## config.mk

```make
export PLATFORM = sky130hd
export DESIGN_NAME = rr_mux_arbiter
export DESIGN_NICKNAME = d
export VERILOG_FILES = /design/src/rtl/rr_mux_arb_pkg.sv /design/src/rtl/rr_pick.sv /design/src/rtl/rr_mux_arbiter.sv
export SDC_FILE = /design/constraint.sdc
export NUM_CORES = 1
export LEC_CHECK = 0
export BUFFER_PORTS_ARGS = -buffer_cell sky130_fd_sc_hd__clkbuf_2
export CAP_MARGIN = 0
export CORE_UTILIZATION = 40
export CTS_BUF_LIST = sky130_fd_sc_hd__clkbuf_16
export CTS_CLUSTER_DIAMETER = 50
export DETAILED_ROUTE_END_ITERATION = 8
export PLACE_DENSITY = 0.93
export SKIP_LAST_GASP = 1
export SYNTH_ARGS = -nofsm -noshare
export SYNTH_HDL_FRONTEND = slang
export SYNTH_HIERARCHICAL = 1
export SYNTH_SLANG_ARGS = --single-unit
```

## constraint.sdc

```tcl
create_clock -name clk -period 3.3 [get_ports clk]
set_clock_uncertainty 0.05 [all_clocks]
set_input_delay 0.66 -clock clk [delete_from_list [all_inputs] [get_ports clk]]
set_output_delay 0.66 -clock clk [all_outputs]
set_load 0.02 [all_outputs]
```

## src/rtl/rr_mux_arb_pkg.sv

```systemverilog
// Shared types and default sizing for the round-robin mux arbiter.
package rr_mux_arb_pkg;

  localparam int unsigned N_DEF         = 4;
  localparam int unsigned W_DEF         = 8;
  localparam int unsigned MAX_BEATS_DEF = 16;

  typedef enum logic {
    IDLE  = 1'b0,
    GRANT = 1'b1
  } state_e;

endpackage

```

## src/rtl/rr_pick.sv

```systemverilog
// Combinational round-robin picker: one-hot winner is the first request at or
// above ptr, wrapping from N-1 back to 0.
module rr_pick
  import rr_mux_arb_pkg::*;
#(
  parameter int unsigned N  = N_DEF,
  parameter int unsigned PW = (N > 1) ? $clog2(N) : 1
) (
  input  logic [N-1:0]  req,
  input  logic [PW-1:0] ptr,
  output logic [N-1:0]  win
);

  logic found;

  // First pass covers [ptr, N-1]; second pass wraps to [0, ptr-1].
  always_comb begin
    win   = '0;
    found = 1'b0;
    for (int unsigned i = 0; i < N; i++) begin
      if (!found && req[i] && (i >= 32'(ptr))) begin
        win[i] = 1'b1;
        found  = 1'b1;
      end
    end
    for (int unsigned i = 0; i < N; i++) begin
      if (!found && req[i]) begin
        win[i] = 1'b1;
        found  = 1'b1;
      end
    end
  end

endmodule

```

## src/rtl/rr_mux_arbiter.sv

```systemverilog
// Round-robin packet arbiter muxing N requesters onto one valid/ready channel.
// Define RR_MUX_ARB_BEATLIMIT_EN to cap grants at MAX_BEATS beats with an err pulse.
module rr_mux_arbiter
  import rr_mux_arb_pkg::*;
#(
  parameter int unsigned N         = N_DEF,
  parameter int unsigned W         = W_DEF,
  parameter int unsigned MAX_BEATS = MAX_BEATS_DEF
) (
  input  logic           clk,
  input  logic           rst_n,
  input  logic [N-1:0]   req,
  input  logic [N-1:0]   last,
  input  logic [N*W-1:0] data_in,
  output logic [N-1:0]   ack,
  output logic [N-1:0]   gnt,
  output logic           out_valid,
  input  logic           out_ready,
  output logic [W-1:0]   out_data,
  output logic           out_last,
  output logic           err
);

  localparam int unsigned PW = (N > 1) ? $clog2(N) : 1;

  if (N < 2 || N > 8 || MAX_BEATS < 1) begin : g_bad_param
    $error("rr_mux_arbiter: N must be 2..8 and MAX_BEATS at least 1");
  end

  state_e        state_q, state_d;
  logic [N-1:0]  gnt_q, gnt_d, pick;
  logic [PW-1:0] ptr_q, ptr_d, gidx;
  logic          xfer, rel;

  rr_pick #(.N(N), .PW(PW)) u_pick (
    .req (req),
    .ptr (ptr_q),
    .win (pick)
  );

  // Channel side is purely combinational off the registered grant.
  always_comb begin
    out_data = '0;
    for (int unsigned i = 0; i < N; i++) begin
      if (gnt_q[i]) out_data = out_data | data_in[i*W +: W];
    end
  end

  assign out_last  = |(gnt_q & last);
  assign out_valid = |(gnt_q & req);
  assign ack       = gnt_q & req & {N{out_ready}};
  assign xfer      = |ack;
  assign gnt       = gnt_q;

  always_comb begin
    gidx = '0;
    for (int unsigned i = 0; i < N; i++) begin
      if (gnt_q[i]) gidx = PW'(i);
    end
  end

`ifdef RR_MUX_ARB_BEATLIMIT_EN
  localparam int unsigned BW = $clog2(MAX_BEATS + 1);

  logic [BW-1:0] beat_q, beat_d;
  logic          err_q, err_d;

  assign err = err_q;
`else
  assign err = 1'b0;
`endif

  always_comb begin
    state_d = state_q;
    gnt_d   = gnt_q;
    ptr_d   = ptr_q;
    rel     = 1'b0;
`ifdef RR_MUX_ARB_BEATLIMIT_EN
    beat_d  = beat_q;
    err_d   = 1'b0;
`endif
    case (state_q)
      IDLE: begin
        if (|req) begin
          state_d = GRANT;
          gnt_d   = pick;
        end
      end
      GRANT: begin
        if (xfer) begin
          if (out_last) begin
            rel = 1'b1;
          end
`ifdef RR_MUX_ARB_BEATLIMIT_EN
          else if (beat_q == BW'(MAX_BEATS - 1)) begin
            rel   = 1'b1;
            err_d = 1'b1;
          end
          beat_d = beat_q + BW'(1);
`endif
        end
      end
      default: state_d = IDLE;
    endcase
    // Release always passes through IDLE and advances the pointer past the winner.
    if (rel) begin
      state_d = IDLE;
      gnt_d   = '0;
      ptr_d   = (gidx == PW'(N - 1)) ? '0 : gidx + PW'(1);
`ifdef RR_MUX_ARB_BEATLIMIT_EN
      beat_d  = '0;
`endif
    end
  end

  always_ff @(posedge clk or negedge rst_n) begin
    if (!rst_n) begin
      state_q <= IDLE;
      gnt_q   <= '0;
      ptr_q   <= '0;
`ifdef RR_MUX_ARB_BEATLIMIT_EN
      beat_q  <= '0;
      err_q   <= 1'b0;
`endif
    end else begin
      state_q <= state_d;
      gnt_q   <= gnt_d;
      ptr_q   <= ptr_d;
`ifdef RR_MUX_ARB_BEATLIMIT_EN
      beat_q  <= beat_d;
      err_q   <= err_d;
`endif
    end
  end

endmodule

```

==> results by stage, run 1 <==
Final layout:
- The number of antenna diodes in the final layout is 0.
- The share of final-layout standard cells stronger than drive strength 1 is 48.9%.
- The final net count is 185.
- The area growth from synthesis to layout is 46.6%.
- The library cell used most frequently in the layout, excluding fill and tap cells, is sky130_fd_sc_hd__clkbuf_2.
- Leaving out fill and tap cells, the most frequent cells in the layout are sky130_fd_sc_hd__clkbuf_2 (60), sky130_fd_sc_hd__a22oi_1 (20), sky130_fd_sc_hd__nand2_1 (10), sky130_fd_sc_hd__nor2_1 (7), sky130_fd_sc_hd__dfrtp_1 (7).

Die:
- The boundary pin count is 62.
- The die footprint is 1960 sq um.
- Measured along the x axis, the die boundary spans 44.3 microns.
- The number of rows created at floorplan is 14.
- In this run the vertical extent of the chip is 44.3 microns.
- Once the floorplan was initialized, standard cells occupied 44.8% of the core.
- The core area is 1590 sq um.

Timing:
- The final critical delay including setup and external delays is 2.03 ns.
- The final worst-path setup slack is 1.27 ns.
- The remaining max-slew budget at the tightest pin is 66.3%.
- The maximum frequency from static timing analysis is 491 MHz.
- The final-report setup violation count is 0.
- Setup repair after global routing left no endpoint under its margin.
- For the final routed database, the setup TNS stands at 0 ns.
- Dividing the final minimum period by the clock period gives 61.7%.
- The number of hold violations in the final report came to 0.
- For the pin with the worst max-slew slack, the measured transition is 0.506 ns.
- The number of max-slew violations in the final report was 0.

Min path:
- The class of the tightest hold or removal check is in2async.

Job:
- The max-capacitance violation count is 0.

Clock tree:
- CTS built an H-tree with a depth of 1.
- The count of hold-fix buffers inserted at cts is 0.
- The clock reaches the later pin of the worst-skew pair after 0.23 ns.
- The clock transition at the register clock pins on the worst setup and hold paths after CTS is 0.04 ns.
- The clock root buffer master is sky130_fd_sc_hd__clkbuf_16.
- After clock tree synthesis, the repair step resized 0 gates.
- The clock sink count is 7.
- The number of buffers between clock root and the deepest sink is 2.
- The number of clock buffers added by TritonCTS is 3.
- The CTS tree is done.
- After clock tree synthesis, the setup repair step added 0 buffers.

Yosys:
- In this run, synthesis produced a sequential element count of 7.
- The synthesized netlist net count is 127.
- Counting flops with a built-in enable in the synthesized netlist gives 0.
- The register area share after synthesis is 24.5%.
- Summing every instance area after synthesis gives 714 sq um.
- The most instantiated flip-flop cell in the synthesis netlist is sky130_fd_sc_hd__dfrtp_1.
- The total number of yosys warnings is 6.
- The post-synthesis cell type count is 28.
- Synthesis produced a netlist whose cell count is 84.
- After synthesis, the mean cell area works out to 8.51 sq um.
- The proportion of register bits with asynchronous set or reset after synthesis is 100%.

Detailed routing:
- The number of vias per cell after detailed routing is 5.28.
- In the final routed layout, each cell accounts on average for 13.1 microns.
- The remaining routing DRC violations is 5.
- Wires add up to 2150 microns.
- The first TritonRoute pass finished after 6 iterations.
- The detailed router placed 871 vias in this run.
- The count of nets left with antenna violations once routing finished came out at 0.
- The first-iteration detailed-routing DRC count is 24.

Power and ir drop:
- Power spread over the standard cell area amounts to 871 nW/um^2.
- The worst-case IR drop observed on VDD is 675 uV.
- The static power due to leakage is 0.000595 uW.

Place:
- Input and output buffers added on the ports amount to 60.
- OpenSTA, run right after detailed placement, puts the worst setup slack at 1.32 ns.
- The sum of net half-perimeters after detailed placement is 1630 microns.
- The final weighted congestion in routability-driven placement is 0.805.

Critical path:
- For the worst setup path, the data required time is 2.59 ns.
- Across all register-to-register paths, the minimum setup slack is 1.49 ns.
- In this run the critical register-to-register path is launched from gnt[2].
- Counting cells, the worst reg-to-reg path comes to 4.
- The startpoint kind of the worst setup timing path is a flip-flop.
- The critical path starts at gnt[2].
- The endpoint arrival time on the critical path is 1.32 ns.
- The worst setup path is of the reg2out kind.
- The destination of the critical timing path is out_valid.
- The capturing element type of the critical path is an output port.
- Of all nets on the critical path, the largest fanout is 15.
- The worst register-to-register path ends at ptr_q[0].

Global routing:
- The total overflow left after global routing is 0.
- The overall fraction of global-route tracks in use is 23.1%.
- The via count of the first global-routing pass is 799.
- The number of antenna violations at the first check in global routing is 0.
- The maximum number of pins on one net before global-route repair is 16.
- The wire length of the first global-routing pass is 3390 microns.

Status:
- The checks that failed: DRC.
- The run finished, with violations left.
worst max-delay path, stage by stage (launching register included):
cell                       delay [ns]
sky130_fd_sc_hd__dfrtp_1         0.63
sky130_fd_sc_hd__a22oi_1         0.17
sky130_fd_sc_hd__nand2_1         0.12
sky130_fd_sc_hd__clkbuf_2        0.18
registers in the layout, indices dropped and copies added, names as in the netlist:
register and count:
gnt 4, state_q 1, ptr_q 2
cell usage after synthesis, types with 2 or more instances:
cell type	number	area (sq um)
sky130_fd_sc_hd__buf_4	2	15.0
sky130_fd_sc_hd__inv_1	3	11.3
sky130_fd_sc_hd__mux2i_1	5	50.1
sky130_fd_sc_hd__nand2_1	10	37.5
sky130_fd_sc_hd__buf_6	3	33.8
sky130_fd_sc_hd__o21ai_0	2	10.0
sky130_fd_sc_hd__o22ai_1	2	12.5
sky130_fd_sc_hd__and3_1	3	18.8
sky130_fd_sc_hd__dfrtp_1	7	175
sky130_fd_sc_hd__a21oi_1	3	15.0
sky130_fd_sc_hd__nor2_1	7	26.3
sky130_fd_sc_hd__clkbuf_8	2	27.5
sky130_fd_sc_hd__a22oi_1	20	150
kinds of logic (layout without fill, tap and decap cells):
| kind of cell | after synthesis | count (layout) | synth area share, % |
|---|---|---|---|
| buffers and inverters | 11 | 68 | 12.8 |
| other | 1 | 1 | 0.525 |
| multiplexers | 6 | 6 | 8.58 |
| flip-flops | 7 | 7 | 24.5 |
| AO/OA/AOI/OAI | 33 | 33 | 34.2 |
| AND/OR/NAND/NOR | 26 | 26 | 19.4 |
power by group:
| group | switching, uW | leakage [uW] | internal, uW |
|---|---|---|---|
| Clock | 43.1 | 0.0000423 | 157 |
| Combinational | 285 | 0.000467 | 201 |
| Sequential | 107 | 0.0000860 | 118 |
| Total | 435 | 0.000595 | 476 |
metal layers:
metal | routed length, microns | GRT usage (%) | up-vias
li1 | - | - | 430
met1 | 924 | 28.9 | 404
met2 | 1090 | 40.3 | 37
met3 | 135 | 5.31 | 0
met4 | 0 | 4.85 | 0
met5 | 0 | 0 | -
stage by stage:
step / std cells / util, % / total power, uW / hold WS [ns] / instance area (sq um)
after floorplan: 84 / - / 569 / 0.314 / 714
after global placement: 161 / 60.8 / 689 / 0.448 / 968
after detailed placement: 161 / 60.8 / 711 / 0.455 / 968
after CTS: 165 / 65.7 / 917 / 0.217 / 1050
after global routing: 165 / 65.7 / 978 / 0.222 / 1050
final: 165 / 65.7 / 912 / 0.210 / 1050
area by class of cell:
class / instances / area (sq um)
Timing Repair Buffer: 60 / 300
Tap cell: 24 / 30.0
Inverter: 4 / 15.0
Clock inverter: 1 / 3.75
Sequential cell: 7 / 175
Multi-Input combinational cell: 66 / 448
Fill cell: 130 / 547
Clock buffer: 3 / 75.1
worst min-delay path by stage:
| stage | startpoint | endpoint | slack, ns | cells past startpoint |
|---|---|---|---|---|
| 4_1_cts | rst_n | gnt[2] | 0.22 | 1 |
| 5_1_grt | rst_n | gnt[2] | 0.22 | 1 |
| 6_report | rst_n | gnt[2] | 0.21 | 1 |
| 3_5_place_dp | rst_n | ptr_q[0] | 0.46 | 1 |
| 3_3_place_gp | rst_n | ptr_q[0] | 0.45 | 1 |
| 2_1_floorplan | rst_n | gnt[0] | 0.31 | 0 |
(Power assumes the default switching activity.)
==> run 2, diff against run 1 <==
ABC_AREA = 1   (was not set)
CORE_UTILIZATION = 35   (was 40)
PLACE_DENSITY = 0.84   (was 0.93)
clock period = 1.7 ns   (was 3.3 ns; I/O delays follow)
==> run 2 against run 1 <==
  * Count of clock-buffer cells in the layout unchanged
  * Setup slack worse by 1.2 ns
  * Flip-flop and latch count unchanged
  * Routed wire length up 7.5%
  * Largest cell class unchanged
  * Utilization down 6.4 points
  * Combinational power fell by 66%
  * The flow now finishes without violations
  * Critical path type unchanged
  * Synthesized cell count rose by 65%
  * Non-clock buffer count rose by 5
  * Critical path depth up 1
==> results by stage, run 2 <==
Final layout:
- The number of filler instances in the final layout is 215.
- The final cell utilization of the core is 59.3%.
- The area taken by multi-input logic gates is 519 sq um.
- The repair_antennas step left the layout with diodes totalling 0.
- Leaving out fill and tap cells, the most frequent cells in the layout are sky130_fd_sc_hd__nand2_1 (68), sky130_fd_sc_hd__clkbuf_2 (60), sky130_fd_sc_hd__inv_1 (16), sky130_fd_sc_hd__nor2_1 (13).
- The flip-flop count of the largest register, all copies and words added is 4.
- Registers take 178 sq um.
- Relative to the synthesized area, the layout overhead comes to 53.5%.
- Leaving out filler cells and counting taps, the final layout contains 230.
- The final net count is 247.
- The final design instance area without fill is 1210 sq um.
- The commonest non-fill, non-tap cell in the layout is sky130_fd_sc_hd__nand2_1.
- Of the cells placed in the final design, the portion with a size suffix greater than 1 is 38.9%.

Timing:
- The summed negative setup slack over all endpoints is 0 ns.
- After layout, the worst path uses 93.5% of the clock period.
- The number of max-slew violations in the final report was 0.
- The number of hold violations in the final report is 0.
- For the finished layout, the period the worst path requires is 1.59 ns.
- The maximum frequency from static timing analysis is 629 MHz.
- Setup repair after global routing left no endpoint under its margin.
- Setup violations remaining at the end of the flow were counted as 0.

Die:
- The initial core utilization is 38.6%.
- The die footprint is 2450 sq um.
- The core region is 2040 sq um.
- The initialized floorplan defines 16 standard-cell rows.
- The floorplan step set the die height to 49.5 microns.
- The boundary pin count is 62.
- The x dimension of the die is 49.5 microns.

Global routing:
- The number of antenna violations at the first check in global routing is 0.
- Global routing finished with a remaining overflow of 0.
- The maximum number of pins on one net before global-route repair is 11.
- The via count of the first global-routing pass is 925.
- The wire length of the first global-routing pass is 3740 microns.
- Global routing used 19.5% of the available tracks across all layers.

Place:
- After legalization and detailed placement, the total HPWL measured 1940 microns.
- The congestion estimate from routability-driven global placement came to 0.815.
- Port buffering added 60 buffers.
- The cell area after placement is 1120 sq um.
- The cell count after placement is 225.

Detailed routing:
- In this run the top signal layer used is met4.
- The total length of routed wires is 2320 microns.
- The remaining routing DRC violations is 0.
- The first routing iteration left 27 violations.
- The routed length on met3 is 204 microns.
- The total via count in the routed design is 1048.
- In the final routed layout, each cell accounts on average for 10.1 microns.
- In the routed layout, each cell is associated on average with a via count of 4.56.
- The detail route stage leaves a number of antenna-violating nets equal to 0.
- The detailed-route wire length on metal 1 is 977 microns.
- In the detailed route, the total length drawn on met2 is 1110 microns.
- Before antenna repair, the detailed router went through 4 iterations.

Yosys:
- By area the synthesized netlist is led by sky130_fd_sc_hd__nand2_1 (32%), sky130_fd_sc_hd__dfrtp_1 (22%), sky130_fd_sc_hd__inv_1 (7.1%).
- The cell area that synthesis handed to floorplanning was 788 sq um.
- The proportion of register bits with asynchronous set or reset after synthesis is 100%.
- The register area share after synthesis is 22.2%.
- Averaged over all synthesized cells, the footprint is 5.67 sq um.
- In the synthesized netlist the dominant register cell turns out to be sky130_fd_sc_hd__dfrtp_1.
- Synthesis produced a netlist with a net count of 182.
- The biggest area contributor in the post-synthesis netlist is sky130_fd_sc_hd__nand2_1.
- Synthesis inferred 7 register bits.
- By count the netlist is led by sky130_fd_sc_hd__nand2_1 (68), sky130_fd_sc_hd__inv_1 (15), sky130_fd_sc_hd__nor2_1 (13).
- The total number of yosys warnings is 6.
- By instance count, the leading cell after synthesis is sky130_fd_sc_hd__nand2_1.
- The number of enable-type register cells in the synthesized netlist is 0.
- Counting every instance in the synthesized netlist gives 139.
- The share of the synthesized area in the top cell type is 32.4%.
- The post-synthesis cell type count is 18.

Status:
- The flow ran to the end, and the final reports show no timing, DRC or antenna violations.

Clock tree:
- TritonCTS built the clock tree.
- At the later pin of the worst-skew pair, clock insertion delay measures 0.23 ns.
- The clock passes through at most 2 buffers.
- CTS built an H-tree with a depth of 1.
- Clock-pin slew was measured on the worst setup and hold paths at 0.04 ns.
- The TritonCTS buffer count is 3.
- The clock sink count is 7.
- The number of setup buffers added after CTS is 0.
- The clock root buffer master is sky130_fd_sc_hd__clkbuf_16.

Critical path:
- The startpoint of the most critical register-to-register path is ptr_q[1].
- The endpoint of the most critical register-to-register path is gnt[2].
- Of all nets on the critical path, the largest fanout is 8.
- The worst register-to-register path has a setup slack of 0.42 ns.
- The class of the most critical setup path is reg2out.
- In this run the worst setup path begins at gnt[3].
- The destination of the critical timing path is out_data[3].
- The worst setup path is captured at an output port.
- Measured in cells, the most critical reg-to-reg path has a length of 10.
- The critical path data required time is 1.31 ns.
- The startpoint kind of the worst setup timing path is a flip-flop.
- The endpoint arrival time on the critical path is 1.20 ns.

Job:
- The tool flagged a number of max-cap violations equal to 0.

Power and ir drop:
- The worst supply voltage drop on vdd is 931 uV.
- In this run the static leakage power is 0.000737 uW.
- The power density normalized to cell area is 603 nW/um^2.

Min path:
- The tightest min-delay check is of the in2async type.
==> run 2: cell count changes in the layout (fill, tap and decap cells not counted), sizes merged, moves of 2 or more <==
| cell | delta |
|---|---|
| a22oi | -20 |
| mux2i | -5 |
| nand4 | +9 |
| o22ai | -2 |
| and3 | -4 |
| nor2b | -2 |
| inv | +12 |
| o21ai | -2 |
| nor2 | +8 |
| nand2 | +63 |
| buf | +4 |
| nand3 | +11 |
==> run 2: how the worst min path moves through the flow <==
stage	to	cells after the start	slack (ns)	from
6_report	ptr_q[1]	2	0.44	rst_n
5_1_grt	ptr_q[1]	2	0.45	rst_n
4_1_cts	ptr_q[0]	2	0.44	rst_n
3_5_place_dp	gnt[0]	1	0.14	rst_n
3_3_place_gp	ptr_q[1]	1	0.13	rst_n
2_1_floorplan	gnt[0]	0	-0.006	rst_n
==> run 2: layer usage <==
metal  up-vias  track usage, %
li1        554               -
met1       451            22.2
met3         2            5.86
met4         0            4.76
met2        41            35.4
met5         -               0
==> run 2: logic make-up after synthesis <==
family	count (synthesis)	synth area share, %
other	1	0.476
AOI/OAI and AO/OA	2	1.27
and+or+nand+nor	108	64.1
buffers and inverters	21	11.9
DFF	7	22.2
==> run 2: repair_timing <==
| action | CTS | global route |
|---|---|---|
| gates resized for setup | 0 | 2 |
| setup endpoints to repair | 0 | 7 |
| hold buffers | 1 | 0 |
| endpoints found under the hold margin | 7 | 0 |
==> run 2: critical path, cell delays in order (launching register included) <==
cell and delay [ns]:
sky130_fd_sc_hd__dfrtp_1 0.44, sky130_fd_sc_hd__buf_4 0.19, sky130_fd_sc_hd__nand2_1 0.05, sky130_fd_sc_hd__nand4_1 0.11, sky130_fd_sc_hd__clkbuf_2 0.18
==> run 2: metrics by stage <==
step	power (uW)	hold WS (ns)	setup slack, ns
finish	729	0.439	0.110
CTS	738	0.441	0.0394
detailed placement	343	0.140	0.281
floorplan	263	-0.00559	0.342
global placement	344	0.135	0.326
global route	774	0.450	0.0251
==> run 2: power by group <==
group	switching [uW]	leakage, uW	total, uW	internal [uW]
Sequential	6.71	0.0000889	179	172
Combinational	93.3	0.000606	164	71.0
Clock	81.0	0.0000423	386	305
==> run 2: cell type report <==
cell class,count,area share (%)
multi-input cells,111,42.9
repair buffers,65,28.1
flip-flops and latches,7,14.7
clock buffers,3,6.20
inverters,16,4.96
well taps,27,2.79
clock inverters,1,0.310
